$ cat src/rtl/crc_pkg.sv
// rtl/crc_pkg.sv - shared state and mode encodings for the CRC engine
package crc_pkg;

    // FSM state encoding
    typedef enum logic [1:0] {
        ST_IDLE  = 2'd0,
        ST_SHIFT = 2'd1,
        ST_DONE  = 2'd2
    } crc_state_e;

    // Job mode encoding
    localparam logic MODE_GEN = 1'b0;
    localparam logic MODE_CHK = 1'b1;

endpackage

$ cat src/rtl/crc_div_step.sv
// rtl/crc_div_step.sv - one combinational step of MSB-first polynomial division
//
// Ports:
//   rem_i   current remainder
//   bit_i   next message bit shifted into the remainder
//   poly_i  generator polynomial without its implied leading 1
//   rem_o   remainder after this step
module crc_div_step #(
    parameter int CRC_W = 3
) (
    input  logic [CRC_W-1:0] rem_i,
    input  logic             bit_i,
    input  logic [CRC_W-1:0] poly_i,
    output logic [CRC_W-1:0] rem_o
);

    // The bit falling off the top decides whether the divisor is subtracted.
    assign rem_o = {rem_i[CRC_W-2:0], bit_i} ^ (rem_i[CRC_W-1] ? poly_i : {CRC_W{1'b0}});

endmodule

$ cat src/rtl/crc_engine.sv
// rtl/crc_engine.sv - bit-serial CRC generator/checker with valid/ready handshakes
//
// Ports:
//   clk, rst_n            clock, asynchronous active-low reset
//   in_valid / in_ready   job request handshake (accepted only in IDLE)
//   mode                  0 = generate, 1 = check
//   poly                  generator polynomial, poly[CRC_W] implied and ignored
//   data_in               message word, MSB first
//   crc_in                received CRC, appended as the tail in check mode
//   out_valid / out_ready result handshake (held in DONE)
//   crc_out, crc_ok       final remainder and check verdict, registered
//   busy                  job in progress or result pending
module crc_engine
    import crc_pkg::*;
#(
    parameter int CRC_W  = 3,
    parameter int DATA_W = 4
) (
    input  logic              clk,
    input  logic              rst_n,
    input  logic              in_valid,
    output logic              in_ready,
    input  logic              mode,
    input  logic [CRC_W:0]    poly,
    input  logic [DATA_W-1:0] data_in,
    input  logic [CRC_W-1:0]  crc_in,
    output logic              out_valid,
    input  logic              out_ready,
    output logic [CRC_W-1:0]  crc_out,
    output logic              crc_ok,
    output logic              busy
);

    localparam int SW    = DATA_W + CRC_W;
    localparam int CNT_W = $clog2(SW + 1);

    crc_state_e        state_q, state_d;
    logic              mode_q, mode_d;
    logic [CRC_W-1:0]  poly_q, poly_d;
    logic [CRC_W-1:0]  rem_q, rem_d;
    logic [CRC_W-1:0]  crc_q, crc_d;
    logic              ok_q, ok_d;
    logic [SW-1:0]     sh_q, sh_d;
    logic [CNT_W-1:0]  cnt_q, cnt_d;
    logic [CRC_W-1:0]  rem_step;
    logic [CRC_W-1:0]  tail;

    // The polynomial's leading coefficient is implied; keep it visibly unused.
    logic unused_poly_msb;
    assign unused_poly_msb = poly[CRC_W];

    assign tail = (mode == MODE_CHK) ? crc_in : {CRC_W{1'b0}};

    crc_div_step #(.CRC_W(CRC_W)) u_step (
        .rem_i  (rem_q),
        .bit_i  (sh_q[SW-1]),
        .poly_i (poly_q),
        .rem_o  (rem_step)
    );

    always_comb begin
        state_d = state_q;
        mode_d  = mode_q;
        poly_d  = poly_q;
        rem_d   = rem_q;
        crc_d   = crc_q;
        ok_d    = ok_q;
        sh_d    = sh_q;
        cnt_d   = cnt_q;
        case (state_q)
            ST_IDLE: begin
                if (in_valid) begin
                    mode_d  = mode;
                    poly_d  = poly[CRC_W-1:0];
                    sh_d    = {data_in, tail};
                    rem_d   = '0;
                    cnt_d   = '0;
                    state_d = ST_SHIFT;
                end
            end
            ST_SHIFT: begin
                rem_d = rem_step;
                sh_d  = {sh_q[SW-2:0], 1'b0};
                cnt_d = cnt_q + 1'b1;
                // Last bit: capture the result straight from the step so the
                // outputs are already valid in the first DONE cycle.
                if (cnt_q == CNT_W'(SW - 1)) begin
                    crc_d   = rem_step;
                    ok_d    = (mode_q == MODE_CHK) && (rem_step == '0);
                    state_d = ST_DONE;
                end
            end
            ST_DONE: begin
                if (out_ready) begin
                    state_d = ST_IDLE;
                end
            end
            default: state_d = ST_IDLE;
        endcase
    end

    always_ff @(posedge clk or negedge rst_n) begin
        if (!rst_n) begin
            state_q <= ST_IDLE;
            mode_q  <= MODE_GEN;
            poly_q  <= '0;
            rem_q   <= '0;
            crc_q   <= '0;
            ok_q    <= 1'b0;
            sh_q    <= '0;
            cnt_q   <= '0;
        end else begin
            state_q <= state_d;
            mode_q  <= mode_d;
            poly_q  <= poly_d;
            rem_q   <= rem_d;
            crc_q   <= crc_d;
            ok_q    <= ok_d;
            sh_q    <= sh_d;
            cnt_q   <= cnt_d;
        end
    end

    assign in_ready  = (state_q == ST_IDLE);
    assign out_valid = (state_q == ST_DONE);
    assign busy      = (state_q != ST_IDLE);
    assign crc_out   = crc_q;
    assign crc_ok    = ok_q;

endmodule

$ cat config.mk
export PLATFORM = sky130hd
export DESIGN_NAME = crc_engine
export DESIGN_NICKNAME = d
export VERILOG_FILES = /design/src/rtl/crc_pkg.sv /design/src/rtl/crc_div_step.sv /design/src/rtl/crc_engine.sv
export SDC_FILE = /design/constraint.sdc
export NUM_CORES = 1
export LEC_CHECK = 0
export BUFFER_PORTS_ARGS = -buffer_cell sky130_fd_sc_hd__clkbuf_2
export CORE_UTILIZATION = 50
export CTS_CLUSTER_SIZE = 14
export DETAILED_ROUTE_END_ITERATION = 8
export HOLD_SLACK_MARGIN = 0.03
export PLACE_DENSITY = 0.71
export SYNTH_ARGS = -nofsm -noshare
export SYNTH_HDL_FRONTEND = slang
export SYNTH_HIERARCHICAL = 1
export SYNTH_SLANG_ARGS = --single-unit
$ cat constraint.sdc
create_clock -name clk -period 2.2 [get_ports clk]
set_input_delay 0.55 -clock clk [delete_from_list [all_inputs] [get_ports clk]]
set_output_delay 0.55 -clock clk [all_outputs]
set_load 0.1 [all_outputs]
### After elaboration in Yosys (flattened, before gate mapping)

Index checks and enable logic that the tools add are counted.

| word-level totals | value |
|---|---|
| flip-flop bits (word level) | 23 |
| output and inout bits | 7 |
| word-level logic and storage cells | 36 |

| operators by class | value |
|---|---|
| bitwise gates (word level) | 1 |
| reductions and logical operators | 9 |
| equal/unequal tests | 6 |
| $add $sub $neg | 1 |
| mux-type cells | 11 |

Operators by type and width:

| cell | number |
|---|---|
| case mux 7 bit (2 select lines) | 1 |
| case mux 3 bit (2 select lines) | 2 |
| two-way mux 3 bit | 3 |
| two-way mux 7 bit | 1 |
| two-way mux 2 bit | 3 |
| case mux 2 bit (3 select lines) | 1 |
| AND reduction 2 bit | 3 |
| inequality test 2 bit (second input constant) | 2 |
| nonzero test 2 bit | 2 |
| adder 3 x 1 -> 3 bit (second input constant) | 1 |
| equality test 3 bit (second input constant) | 1 |
| zero test 3 bit | 1 |
| AND reduction 3 bit | 1 |
| bitwise XOR 3 bit | 1 |
| equality test 2 x 1 -> 1 bit (second input constant) | 1 |
| equality test 2 bit (second input constant) | 1 |
| zero test 2 bit | 1 |
| inequality test 2 x 1 -> 1 bit (second input constant) | 1 |
| logical AND 1 bit | 1 |

### Depth between registers and ports, before layout

| logic depth | value |
|---|---|
| word-level depth | 4 |
| mapped depth | 5 |
| mapped depth without buffers | 4 |

### By module

Netlist, hierarchy kept.

By module, submodules not included:

| module | area each (µm²) | cells an instance | times used |
|---|---|---|---|
| crc_engine | 1008.5 | 82 | 1 |
| crc_div_step | 37.5 | 6 | 1 |

### Least setup slack after synthesis

No wires, ideal clock.

| timing path | value |
|---|---|
| path kind | register -> register |
| start | reg state_q[0] |
| end | reg mode_q |
| cell stages (with the launch flop) | 6 |
| path slack | 289 ps |
| period minus slack after synthesis | 1911 ps |
| data required time | 2075 ps |
| arrival time | 1786 ps |
| library setup time | 125 ps |
| path through | dfrtp_1 or2_4 inv_2 and2_4 buf_6 mux2_4 |

| between the ends | value |
|---|---|
| word-level cells in the longest chain between the ends | 2 |

RTL lines:

| element | line | source |
|---|---|---|
| start: declaration | crc_engine.sv:37 | `crc_state_e state_q, state_d;` |
| start signal: assignment | crc_engine.sv:113 | `state_q <= state_d;` |
| zero test 2 bit | n/a |  |
| via in_ready | crc_engine.sv:22 | `output logic in_ready,` |
| AND reduction 2 bit (no source line) | n/a |  |
| end signal: assignment | crc_engine.sv:114 | `mode_q <= mode_d;` |
| end: declaration | crc_engine.sv:38 | `logic mode_q, mode_d;` |

The timed path passes the listed nets, and every way through them passes these cells.
A chain may end at the register's enable or synchronous reset.

### Final worst setup path

| timing path | value |
|---|---|
| start | reg state_q[0] |
| end | out busy |

| between the ends | value |
|---|---|
| word-level cells in the longest chain between the ends | 1 |

RTL lines:

| element | line | source |
|---|---|---|
| nonzero test 2 bit | crc_engine.sv:126 | `assign busy = (state_q != ST_IDLE);` |
| end: declaration | crc_engine.sv:31 | `output logic busy` |

Every way passes these cells.

==> flow_summary.yaml <==
finish:
  drive_gt1_share_pct: 35.71
  fin_util_pct: 61.93
  fin_nets: 131
  mostFrequentLayoutCell: "dfrtp_1"
  area_growth_pct: 16.15
  most-common-layout-cells: "dfrtp_1, clkbuf_2, nand2_1"
  num_antenna_cells: 0
logic_synthesis:
  yosys_warnings: 6
  ys_seq_elements: 23
  synth_top_area_share_pct: 55.02
  syn-cell-area_sq_um: 1046
  netlist_instances: 88
  async_flop_share_pct: 100.0
  synth_seq_area_share_pct: 55.02
  ys_top_cells_by_area: "dfrtp_1, mux2_4, mux2_2"
  synth_cell_type_count: 28
  synthesis.nets: 106
  syn-mean-instance-area_sq_um: 11.89
  yosys_most_used_dff: "dfrtp_1"
  synth_edf_count: 0
  synth_top_area_cell: "dfrtp_1"
global_route:
  grt_pass1_vias: 629
  antenna_found_initial: 0
  track_usage_pct: 19.92
  grt_max_degree: 24
  grt_pass1_wl_um: 2939
  grt_overflow: 0
critical_path:
  start_kind: "flop"
  rr_worst_depth: 4
  cp.required_ps: 1650
  critPathArrivalTime_ps: 1370
  worstSetupPathType: "reg2out"
  ff2ff_setup_slack_ps: 700
  cp_max_fo: 5
  worstSetupEndpointType: "output pin"
clocking:
  htreeDepth: 1
  tritoncts: "done"
  postCtsSetupRepairBufs: 0
  clk-insertion-delay-late_ps: 320
  clockBufferDepth: 2
  root_buffer: "clkbuf_4"
  cts_resized: 0
  path_clk_slew_ps: 130
  cts_buffers: 3
  cts_sinks: 23
  cts_hold_buf: 0
timing:
  max-slew-margin-rel_pct: 62.81
  min_period_over_period_pct: 87.24
  fin_skew_ps: 3.778
  tightest_slew_ps: 557.9
  drv_slew: 0
  max_freq_mhz: 521.0
  setup_viol_count_final: 0
  rsz0062_at_grt: "no"
  min_period_ps: 1919
  hold_violations: 0
  tns_ps: 0
route:
  dr_total_vias: 749
  drt-initial-drc-count: 12
  drc_errors: 0
  avgRoutedWirePerCell_um: 14.01
  viasPerCell: 5.388
  wl_um: 1948
  dr.pass1.iters: 4
  ant_nets: 0
floorplanning:
  row_count: 16
  die_h_um: 47.74
  core_area_sq_um: 1962
  die_area_sq_um: 2279
  ios: 23
  start_util_pct: 53.32
  die_w_um: 47.74
power_and_ir_drop:
  p_per_area_nw_per_um2: 1547
  p_leak_nw: 0.5982
  ir_worst_vdd_mv: 0.9415
place:
  dpl.hpwl_um: 1393
  gp_congestion: 0.7045
  port_buffers: 21
flow_run:
  cap_viol_max_count: 0
run_status:
  status: "completed"
min_path:
  hp-class: "in2async"
-- layer usage --
layer | vias to the layer above | wire [um] | global-route usage, % | share of wire (%)
met5 | - | 0 | 0 | 0
met4 | 0 | 43 | 11.67 | 2.2
met3 | 5 | 56 | 3.396 | 2.9
met2 | 16 | 989 | 31.08 | 51
met1 | 371 | 859 | 26.10 | 44
li1 | 357 | - | - | -
-- where the power goes --
group          internal (W)  switching [W]
clock             0.0000681       0.000131
combinational      0.000338       0.000632
sequential         0.000595       0.000115
-- sequential cells by signal, indices dropped and copies added (netlist names) --
register  cells
cnt_q         3
crc_ok        1
crc_out       3
mode_q        1
poly_q        3
rem_q         3
sh_q          7
state_q       2
-- worst max-delay path, stage by stage (launching register included) --
cell and delay (ps):
dfrtp_1 430, or2_4 250, clkbuf_2 370
-- metrics by stage --
stage	setup slack [ps]	cells	total power [W]	instance area [sq um]	hold WS, ps
2_1_floorplan	288.6	88	0.001491	1046	254.4
3_3_place_gp	646.0	135	0.001658	1187	464.0
3_5_place_dp	634.5	135	0.001695	1187	476.6
4_1_cts	270.7	139	0.001895	1215	207.1
5_1_grt	227.6	139	0.001995	1215	226.8
6_report	280.7	139	0.001879	1215	195.4
-- area by class of cell --
class	count	area, sq um
flip-flops and latches	23	575.6
well taps	27	33.78
repair buffers	24	132.6
clock buffers	3	22.52
clock inverters	1	5.005
multi-input cells	58	434.2
fillers	175	747.0
inverters	3	11.26
-- cell families after synthesis --
kind of cell               Yosys count  share of synthesized area (%)
AOI/OAI and AO/OA                   22                          13.76
DFF                                 23                          55.02
muxes                                9                          11.12
and+or+nand+nor                     22                          11.72
xor gates and xnor gates             3                          2.512
buffers and inverters                7                          3.467
adders and majority gates            2                          2.392
-- synthesized netlist by cell type, types with 2 or more instances --
cell type	n
a21oi_1	2
inv_1	2
o21ai_0	9
nand2b_1	2
nand2_1	11
dfrtp_1	23
a22oi_1	4
and4b_1	2
xnor2_1	3
mux2_4	4
a22o_1	4
ha_1	2
mux2_2	5
-- path summary, 6_finish.rpt --
check                                        from                endpoint
max                        state_q[0]$_DFFE_PN0P_                    busy
min reg2reg                   sh_q[2]$_DFFE_PN0P_     sh_q[2]$_DFFE_PN0P_
min                                         rst_n    rem_q[2]$_DFFE_PN0P_
max reg2reg                state_q[1]$_DFFE_PN0P_  crc_out[0]$_DFFE_PN0P_
max in group asynchronous                   rst_n  state_q[1]$_DFFE_PN0P_
min in group clk                        out_ready  state_q[1]$_DFFE_PN0P_
(Power assumes the default switching activity.)
